<file path="config.mk">
export PLATFORM = sky130hd
export DESIGN_NAME = imem_prefetch_unit_flat
export DESIGN_NICKNAME = d
export VERILOG_FILES = /design/src/rtl/imem_prefetch_unit_if.sv /design/src/rtl/imem_prefetch_unit.sv /design/src/flat_wrapper.sv
export SDC_FILE = /design/constraint.sdc
export NUM_CORES = 1
export LEC_CHECK = 0
export CORE_MARGIN = 2
export CORE_UTILIZATION = 60
export DETAILED_ROUTE_END_ITERATION = 8
export GPL_TIMING_DRIVEN = 0
export PLACE_DENSITY = 0.84
export SLEW_MARGIN = 20
export SYNTH_ARGS = -nofsm -noshare
export SYNTH_HDL_FRONTEND = slang
export SYNTH_SLANG_ARGS = --single-unit
</file>
<file path="constraint.sdc">
create_clock -name clk -period 8.3 [get_ports clk]
set_clock_uncertainty 0.05 [all_clocks]
set_input_delay 1.66 -clock clk [delete_from_list [all_inputs] [get_ports clk]]
set_output_delay 1.66 -clock clk [all_outputs]
set_load 0.02 [all_outputs]
</file>
<file path="src/rtl/imem_prefetch_unit_if.sv">
// rtl/imem_prefetch_unit_if.sv - core and imem handshake bundle for the prefetch unit
interface imem_prefetch_unit_if #(
   parameter int ADDR_W = 32,
   parameter int DATA_W = 32
);
   logic              ip_redirect;
   logic [ADDR_W-1:0] ip_redirect_addr;
   logic              ip_instr_ready;
   logic [DATA_W-1:0] op_instr;
   logic [ADDR_W-1:0] op_instr_addr;
   logic              op_instr_valid;
   logic              op_mem_req_valid;
   logic [ADDR_W-1:0] op_mem_req_addr;
   logic              ip_mem_req_ready;
   logic              ip_mem_rsp_valid;
   logic [DATA_W-1:0] ip_mem_rsp_data;

   // prefetch unit side
   modport master (
      input  ip_redirect, ip_redirect_addr, ip_instr_ready,
             ip_mem_req_ready, ip_mem_rsp_valid, ip_mem_rsp_data,
      output op_instr, op_instr_addr, op_instr_valid,
             op_mem_req_valid, op_mem_req_addr
   );

   // core + imem side
   modport slave (
      output ip_redirect, ip_redirect_addr, ip_instr_ready,
             ip_mem_req_ready, ip_mem_rsp_valid, ip_mem_rsp_data,
      input  op_instr, op_instr_addr, op_instr_valid,
             op_mem_req_valid, op_mem_req_addr
   );
endinterface

</file>
<file path="src/rtl/imem_prefetch_unit.sv">
// rtl/imem_prefetch_unit.sv - sequential instruction prefetcher with redirect flush
module imem_prefetch_unit #(
   parameter int                ADDR_W   = 32,
   parameter int                DATA_W   = 32,
   parameter int                DEPTH    = 4,
   parameter int                PC_STEP  = 4,
   parameter logic [ADDR_W-1:0] RESET_PC = '0
) (
   input logic                 clk,
   input logic                 rst,
   imem_prefetch_unit_if.master bus
);
   localparam int PW     = $clog2(DEPTH);
   localparam int CW     = PW + 1;
   // stale responses can pile up across back-to-back redirects, so give headroom
   localparam int DROP_W = CW + 3;
   localparam logic [CW:0] DEPTH_C = (CW+1)'(DEPTH);

   typedef enum logic [1:0] {S_IDLE = 2'd0, S_FETCH = 2'd1, S_FLUSH = 2'd2} state_t;

   state_t            state, state_nxt;
   logic [ADDR_W-1:0] fetch_pc, rsp_pc;
   logic [ADDR_W-1:0] fifo_addr [DEPTH];
   logic [DATA_W-1:0] fifo_data [DEPTH];
   logic [PW-1:0]     rd_ptr, wr_ptr;
   logic [CW-1:0]     fifo_cnt, outstanding;
   logic [DROP_W-1:0] drop_cnt, drop_nxt, drop_sum, drop_redir;
   logic [CW:0]       in_use;
   logic              instr_valid, req_valid, req_fire, push, pop, rsp_drop;

   // handshake qualifiers and credit; redirect suppresses every side effect but the reload
   always_comb begin
      instr_valid = (fifo_cnt != '0);
      in_use      = {1'b0, fifo_cnt} + {1'b0, outstanding};
      req_valid   = (state != S_IDLE) && !bus.ip_redirect && (in_use < DEPTH_C);
      req_fire    = req_valid && bus.ip_mem_req_ready;
      pop         = instr_valid && bus.ip_instr_ready && !bus.ip_redirect;
      rsp_drop    = bus.ip_mem_rsp_valid && (drop_cnt != '0);
      push        = bus.ip_mem_rsp_valid && (drop_cnt == '0) && !bus.ip_redirect;
      drop_sum    = drop_cnt + DROP_W'(outstanding);
      drop_redir  = (bus.ip_mem_rsp_valid && drop_sum != '0) ? drop_sum - DROP_W'(1) : drop_sum;
      if (bus.ip_redirect)
         drop_nxt = drop_redir;
      else if (rsp_drop)
         drop_nxt = drop_cnt - DROP_W'(1);
      else
         drop_nxt = drop_cnt;
   end

   // next-state: flush while stale responses remain in flight
   always_comb begin
      state_nxt = state;
      case (state)
         S_IDLE:  state_nxt = S_FETCH;
         S_FETCH: if (bus.ip_redirect && drop_nxt != '0) state_nxt = S_FLUSH;
         S_FLUSH: if (drop_nxt == '0) state_nxt = S_FETCH;
         default: state_nxt = S_IDLE;
      endcase
   end

   // control state, pointers and counters
   always_ff @(posedge clk or negedge rst) begin
      if (!rst) begin
         state       <= S_IDLE;
         fetch_pc    <= RESET_PC;
         rsp_pc      <= RESET_PC;
         rd_ptr      <= '0;
         wr_ptr      <= '0;
         fifo_cnt    <= '0;
         outstanding <= '0;
         drop_cnt    <= '0;
      end else begin
         state    <= state_nxt;
         drop_cnt <= drop_nxt;
         if (bus.ip_redirect) begin
            fetch_pc    <= bus.ip_redirect_addr;
            rsp_pc      <= bus.ip_redirect_addr;
            rd_ptr      <= '0;
            wr_ptr      <= '0;
            fifo_cnt    <= '0;
            outstanding <= '0;
         end else begin
            if (req_fire) fetch_pc <= fetch_pc + ADDR_W'(PC_STEP);
            if (push) begin
               rsp_pc <= rsp_pc + ADDR_W'(PC_STEP);
               wr_ptr <= wr_ptr + PW'(1);
            end
            if (pop) rd_ptr <= rd_ptr + PW'(1);
            fifo_cnt    <= fifo_cnt + CW'(push) - CW'(pop);
            outstanding <= outstanding + CW'(req_fire) - CW'(push);
         end
      end
   end

   // FIFO payload storage; contents are don't-care while the slot is empty
   always_ff @(posedge clk) begin
      if (push) begin
         fifo_addr[wr_ptr] <= rsp_pc;
         fifo_data[wr_ptr] <= bus.ip_mem_rsp_data;
      end
   end

   assign bus.op_instr_valid   = instr_valid;
   assign bus.op_instr         = instr_valid ? fifo_data[rd_ptr] : '0;
   assign bus.op_instr_addr    = instr_valid ? fifo_addr[rd_ptr] : '0;
   assign bus.op_mem_req_valid = req_valid;
   assign bus.op_mem_req_addr  = fetch_pc;

   // a response with nothing in flight means the imem broke ordering
   rsp_has_owner: assert property (@(posedge clk) disable iff (!rst)
      bus.ip_mem_rsp_valid |-> (outstanding != '0 || drop_cnt != '0));
endmodule

</file>
<file path="src/flat_wrapper.sv">
// flat-port wrapper written by rule: the top's interface ports become plain ports
module imem_prefetch_unit_flat 
#(
   parameter int                ADDR_W   = 32,
   parameter int                DATA_W   = 32,
   parameter int                DEPTH    = 4,
   parameter int                PC_STEP  = 4,
   parameter logic [ADDR_W-1:0] RESET_PC = '0
)
  (clk, rst, bus_ip_redirect, bus_ip_redirect_addr, bus_ip_instr_ready, bus_ip_mem_req_ready, bus_ip_mem_rsp_valid, bus_ip_mem_rsp_data, bus_op_instr, bus_op_instr_addr, bus_op_instr_valid, bus_op_mem_req_valid, bus_op_mem_req_addr);
  imem_prefetch_unit_if #(.ADDR_W(ADDR_W), .DATA_W(DATA_W)) bus_i ();
  input logic clk;
  input logic rst;
  input wire logic [$bits(bus_i.ip_redirect)-1:0] bus_ip_redirect;
  input wire logic [$bits(bus_i.ip_redirect_addr)-1:0] bus_ip_redirect_addr;
  input wire logic [$bits(bus_i.ip_instr_ready)-1:0] bus_ip_instr_ready;
  input wire logic [$bits(bus_i.ip_mem_req_ready)-1:0] bus_ip_mem_req_ready;
  input wire logic [$bits(bus_i.ip_mem_rsp_valid)-1:0] bus_ip_mem_rsp_valid;
  input wire logic [$bits(bus_i.ip_mem_rsp_data)-1:0] bus_ip_mem_rsp_data;
  output wire logic [$bits(bus_i.op_instr)-1:0] bus_op_instr;
  output wire logic [$bits(bus_i.op_instr_addr)-1:0] bus_op_instr_addr;
  output wire logic [$bits(bus_i.op_instr_valid)-1:0] bus_op_instr_valid;
  output wire logic [$bits(bus_i.op_mem_req_valid)-1:0] bus_op_mem_req_valid;
  output wire logic [$bits(bus_i.op_mem_req_addr)-1:0] bus_op_mem_req_addr;
  assign bus_i.ip_redirect = bus_ip_redirect;
  assign bus_i.ip_redirect_addr = bus_ip_redirect_addr;
  assign bus_i.ip_instr_ready = bus_ip_instr_ready;
  assign bus_i.ip_mem_req_ready = bus_ip_mem_req_ready;
  assign bus_i.ip_mem_rsp_valid = bus_ip_mem_rsp_valid;
  assign bus_i.ip_mem_rsp_data = bus_ip_mem_rsp_data;
  assign bus_op_instr = bus_i.op_instr;
  assign bus_op_instr_addr = bus_i.op_instr_addr;
  assign bus_op_instr_valid = bus_i.op_instr_valid;
  assign bus_op_mem_req_valid = bus_i.op_mem_req_valid;
  assign bus_op_mem_req_addr = bus_i.op_mem_req_addr;
  imem_prefetch_unit #(.ADDR_W(ADDR_W), .DATA_W(DATA_W), .DEPTH(DEPTH), .PC_STEP(PC_STEP), .RESET_PC(RESET_PC)) u_core (.clk(clk), .rst(rst), .bus(bus_i));
endmodule
</file>
==> reports/qor.txt, run 1 <==
DIE AREA: 25800 µm²
Antenna-violating nets left: 0
Max-Cap Viols: 0
Clock Latency Late Sink: 520 ps
Synth Flop Type: edfxtp_1
# H-tree levels: 2
Clock Tree Buf Depth: 3
Netlist Area Pre-Place: 14700 µm²
Die width: 161 µm
Total power: 5.10 mW
Hold slack: 456 ps
Residual DRC: 0
Sequential cell area fraction in the yosys report: 0.662
Placer Congestion: 0.918
CP Capture Type: output pin
Post-Syn Instances: 967
Core region area: 24200 µm²
CTS tree: built
Post-synth cell types: 76
Root Driver: clkbuf_16
Setup-failing EPs final: 0
Hold Violations, Final: 0
Largest net degree at the start of global routing: 50
Worst-path clk slew: 50 ps
Startpoint Class: input pin
I/O pins: 168
Total track usage: 0.259
Reg area: 9740 µm²
Cell Area, Placed: 16900 µm²
Synthesized flop and latch total: 338
Worst EP arrival: 3290 ps
FILL cells: 1422
Layout cells sized above 1: 0.145
Pleak: 6.28 nW
Final period util: 0.602
Total grt overflow: 0
Outcome: finished clean
Vias in the first global route: 9220
Die Y: 161 µm
RSZ-0062 raised after global routing: false
Post-CTS Setup Bufs: 0
Power per standard cell area: 283 nW/µm²
DP Worst Slack: 3310 ps
First-pass detailed-route iteration total: 7
Hold WC Path Type: reg -> reg
Initial antenna violation count: 0
Fmax: 200 MHz
Antenna fix cells: 0
Syn Nets: 1059
Area of the multi-input gates: 4650 µm²
Clock sinks: 338
Commonest cells post-synth: 256 x edfxtp_1, 82 x dfrtp_1, 71 x nand2_1
Crit path max fanout: 8
Required @ worst endpoint: 6590 ps
Vias per inst: 5.96
Worst setup margin: 3300 ps
Max VDD drop: 0.234 mV
Syn Area/Cell: 15.2 µm²
Post-synth top area share: 0.522
Area leader, netlist: edfxtp_1
Asr flop ratio synth: 0.243
Top-count cell post-synth: edfxtp_1
Row cnt: 57
Number of synthesis warnings: 0
Via count: 9077
Final setup TNS: 0 ps
Avg WL per Cell: 21.4 µm
WS Path Type: in -> out
Post-Layout Inst Area: 18000 µm²
Headroom to the max-slew limit: 0.422
Starting DRT DRC Count: 796
Initial Util: 0.609
Synth-to-Final Area Change: 22.4%
First-pass GRT wire length: 51300 µm
Post-DP HPWL: 21600 µm
Post-route minimum period: 5000 ps
Layout Nets: 1266
CTS resizes: 0
Synth top area cells: edfxtp_1 52%, dfrtp_1 14%, mux4_2 9.8%, and2_1 3.0%, nand2_1 1.8%
Cts bufs inserted: 34
Hold buffer count at CTS: 0
Number of synthesized flops with an enable pin: 256
Final slew viol count: 0
Worst-Margin Slew: 868 ps
WL final: 32600 µm
Port Buffers: 166
==> registers in the layout, summed over array words and instances, names as in the netlist <==
register / count
u_core.fifo_data: 128
u_core.drop_cnt: 6
u_core.state: 2
u_core.wr_ptr: 2
u_core.fifo_cnt: 3
u_core.fifo_addr: 128
u_core.bus.op_mem_req_addr: 32
u_core.outstanding: 3
u_core.rsp_pc: 32
u_core.rd_ptr: 2
==> area by class of cell <==
class,count,share of cell area
Sequential cell,338,0.541
Clock inverter,15,0.00833
Multi-Input combinational cell,545,0.258
Tap cell,324,0.0225
Timing Repair Buffer,171,0.0985
Buffer,45,0.0110
Inverter,39,0.00813
Clock buffer,47,0.0528
==> final timing paths <==
kind / to / slack [ps] / start / cells after the start
worst min-delay path: u_core.state[0] / 460 / u_core.state[1] / 1
worst max register to register: u_core.state[0] / 5180 / u_core.drop_cnt[0] / 11
worst max-delay path: bus_op_mem_req_valid / 3300 / bus_ip_redirect / 4
max in group asynchronous: u_core.rsp_pc[10] / 6510 / rst / 2
worst min register to register: u_core.state[0] / 460 / u_core.state[1] / 1
min in group asynchronous: u_core.bus.op_mem_req_addr[10] / 1070 / rst / 1
==> placed cells by master (no fill, tap or decap), types with 4 or more instances in the layout <==
cell type        count
a21oi_1             20
a31oi_1             10
and2_1              70
and3_1              13
and3_4               4
and4_1               4
buf_1                7
buf_2                8
clkbuf_1            36
clkbuf_16           35
clkdlybuf4s50_1    165
clkinv_2             6
dfrtp_1             82
edfxtp_1           256
ha_1                19
inv_1               37
mux2_2               6
mux4_2              64
nand2_1             71
nand3_1             34
nand4_1              7
nor2_1              38
nor2b_1              6
nor3_1               8
o211ai_1             5
o21ai_0             42
o21ai_1              9
o311ai_1             9
xnor2_1             21
xor2_1              21
==> routing by layer <==
metal / vias to the layer above / routed length (µm) / global-route usage
met4: 0 / 648 / 0.0770
met2: 429 / 15900 / 0.423
met1: 4530 / 13600 / 0.369
li1: 4068 / - / -
met5: - / 0 / 0
met3: 50 / 2460 / 0.0421
==> metrics by stage <==
stage                     std cells   util
final                          1524  0.745
after global routing           1524  0.745
after CTS                      1524  0.745
after detailed placement       1462  0.700
after global placement         1457  0.694
after floorplan                 967      -
==> kinds of logic (layout without fill, tap and decap cells) <==
| family | count (synthesis) | count (layout) | share of synthesized area |
|---|---|---|---|
| AO/OA/AOI/OAI | 123 | 123 | 0.0561 |
| XOR/XNOR | 42 | 42 | 0.0250 |
| adder cells (fa/ha/maj) | 22 | 22 | 0.0202 |
| buffers and inverters | 84 | 317 | 0.0234 |
| flip-flops | 338 | 338 | 0.662 |
| multiplexers | 71 | 71 | 0.103 |
| AND/OR/NAND/NOR | 287 | 287 | 0.110 |
==> worst max-delay path, cell delays in order <==
cell	delay, ps
buf_6	120
or4_4	490
a311oi_4	340
clkdlybuf4s50_1	680
==> power by group <==
| part | leakage (nW) | total [mW] | switching, mW | internal, mW |
|---|---|---|---|---|
| Sequential | 3.31 | 2.03 | 0.119 | 1.91 |
| Combinational | 2.44 | 1.57 | 0.837 | 0.735 |
| Clock | 0.538 | 1.50 | 0.623 | 0.872 |
No activity file was read; power rests on OpenSTA's default activity.
==> run 2: changes to the inputs <==
Settings changed: CORE_UTILIZATION 60 to 56, PLACE_DENSITY 0.84 to 0.8.
Clock period 8.3 ns to 4.6 ns, I/O delays scaled along.
==> reports/qor.txt, run 2 (same netlist as run 1, synthesis figures left out) <==
CTS tree: built
Worst setup margin: 360 ps (-2940 ps)
Layout Nets: 1267 (+0.079%)
Antenna fix cells: 0 (unchanged)
I/O pins: 168 (unchanged)
Area of the multi-input gates: 4650 µm² (unchanged)
Post-CTS Setup Bufs: 0 (unchanged)
Total grt overflow: 0 (unchanged)
Post-route minimum period: 4240 ps
Core region area: 25900 µm² (+7.2%)
Hold WC Path Type: in -> async
Vias per inst: 5.86 (-1.7%)
WS Path Type: reg -> out
Startpoint Class: register
RSZ-0062 raised after global routing: false
Synth-to-Final Area Change: 22.9%
# H-tree levels: 2 (unchanged)
Outcome: finished clean
CP Cell Sequence: buf_1, buf_2, mux4_2, and2_1, clkdlybuf4s50_1
Cts bufs inserted: 35 (+2.9%)
DP Worst Slack: 848 ps (-2460 ps)
Reg area: 9740 µm² (unchanged)
Max-Cap Viols: 0 (unchanged)
Clock Tree Buf Depth: 3 (unchanged)
Initial antenna violation count: 0 (unchanged)
DIE AREA: 27600 µm² (+7.0%)
Vias in the first global route: 9246 (+0.28%)
WL final: 32400 µm (-0.49%)
Top flop regs: u_core.fifo_addr (128), u_core.fifo_data (128)
First-pass GRT wire length: 51200 µm (-0.21%)
Layout cells sized above 1: 0.143 (-0.00191)
Top delay family on crit path: buffers and inverters
Antenna-violating nets left: 0 (unchanged)
Slowest-stage cell, CP: buf_1
FILL cells: 1682 (+18%)
Residual DRC: 0 (unchanged)
Commonest non-fill, non-tap cell in the layout: edfxtp_1
Clock Latency Late Sink: 520 ps (about the same)
Finished Layout Cells: 1537 (+0.85%)
Avg WL per Cell: 21.1 µm (-1.3%)
Worst-path clk slew: 60 ps (about the same)
Row cnt: 59 (+3.5%)
Total power: 9.30 mW (+82%)
Die Y: 166 µm (+3.4%)
Hold slack: 324 ps (-133 ps)
Max stage delay on crit path: 630 ps (-50 ps)
Root Driver: clkbuf_16
Clock sinks: 338 (unchanged)
Die width: 166 µm (+3.4%)
Initial Util: 0.568 (-0.0407)
Power per standard cell area: 514 nW/µm² (+82%)
Port Buffers: 166 (unchanged)
Worst-Margin Slew: 893 ps (+25.2 ps)
Cells after DPL: 1473 (+0.75%)
Most frequent cells in the layout: 256 x edfxtp_1, 165 x clkdlybuf4s50_1, 82 x dfrtp_1
Largest net degree at the start of global routing: 49 (-2.0%)
Setup-failing EPs final: 0 (unchanged)
Worst EP arrival: 3270 ps (-20 ps)
Required @ worst endpoint: 3630 ps (-2960 ps)
CTS resizes: 0 (unchanged)
Max VDD drop: 0.379 mV (+62%)
Starting DRT DRC Count: 692 (-13%)
First-pass detailed-route iteration total: 7 (unchanged)
Worst path bufs/invs: 3 (+1)
Placer Congestion: 0.896 (-2.4%)
Via count: 9003 (-0.82%)
CP Capture Type: output pin
Crit path max fanout: 10 (+2)
Headroom to the max-slew limit: 0.405 (-0.0168)
Pleak: 6.30 nW (+0.34%)
Final slew viol count: 0 (unchanged)
Total track usage: 0.237 (-0.0221)
Final period util: 0.922
Hold buffer count at CTS: 0 (unchanged)
Post-DP HPWL: 21300 µm (-1.4%)
Fmax: 236 MHz
Hold Violations, Final: 0 (unchanged)
run 2: changes by cell type in the layout (fill, tap and decap cells not counted), moves of 2 or more:
cell,previous run,this run
bufinv_16,2,4
buf_12,3,1
inv_6,0,3
buf_16,2,4
clkinv_8,2,0
clkinv_1,3,7
clkinv_2,6,2
run 2: path summary, 6_finish.rpt:
| kind | depth (start not counted) | endpoint | start | slack, ps |
|---|---|---|---|---|
| hold / removal | 1 | u_core.bus.op_mem_req_addr[29] | rst | 320 |
| min in group clk | 1 | u_core.state[0] | u_core.state[1] | 440 |
| max in group asynchronous | 2 | u_core.bus.op_mem_req_addr[0] | rst | 3550 |
| hold reg to reg | 1 | u_core.state[0] | u_core.state[1] | 440 |
| setup reg to reg | 11 | u_core.state[0] | u_core.drop_cnt[0] | 1480 |
| setup / recovery | 5 | bus_op_instr[0] | u_core.rd_ptr[0] | 360 |
run 2: metrics by stage:
stage	setup TNS [ps]	utilization	instance area (µm²)
finish	0	0.698	18100
global route	0	0.698	18100
CTS	0	0.698	18100
detailed placement	0	0.654	16900
global placement	-230410	0.648	16800
floorplan	0	-	14700
run 2: cell type report:
cell class                      instances  share of cell area
Tap cell                              335              0.0232
Buffer                                 45              0.0109
Timing Repair Buffer                  171              0.0989
Clock inverter                         17              0.0105
Clock buffer                           47              0.0526
Inverter                               39             0.00810
Sequential cell                       338               0.539
Multi-Input combinational cell        545               0.257
run 2: power by group:
group	total, mW	switching, mW	internal, mW
clock network	2.81	1.12	1.68
registers	3.67	0.211	3.45
logic	2.82	1.50	1.33
run 2: per-layer routing:
layer,GRT usage,up-vias,wire [µm]
li1,-,4077,-
met1,0.332,4483,13700
met2,0.397,395,16000
met3,0.0331,48,2120
met4,0.0665,0,644
met5,0,-,0
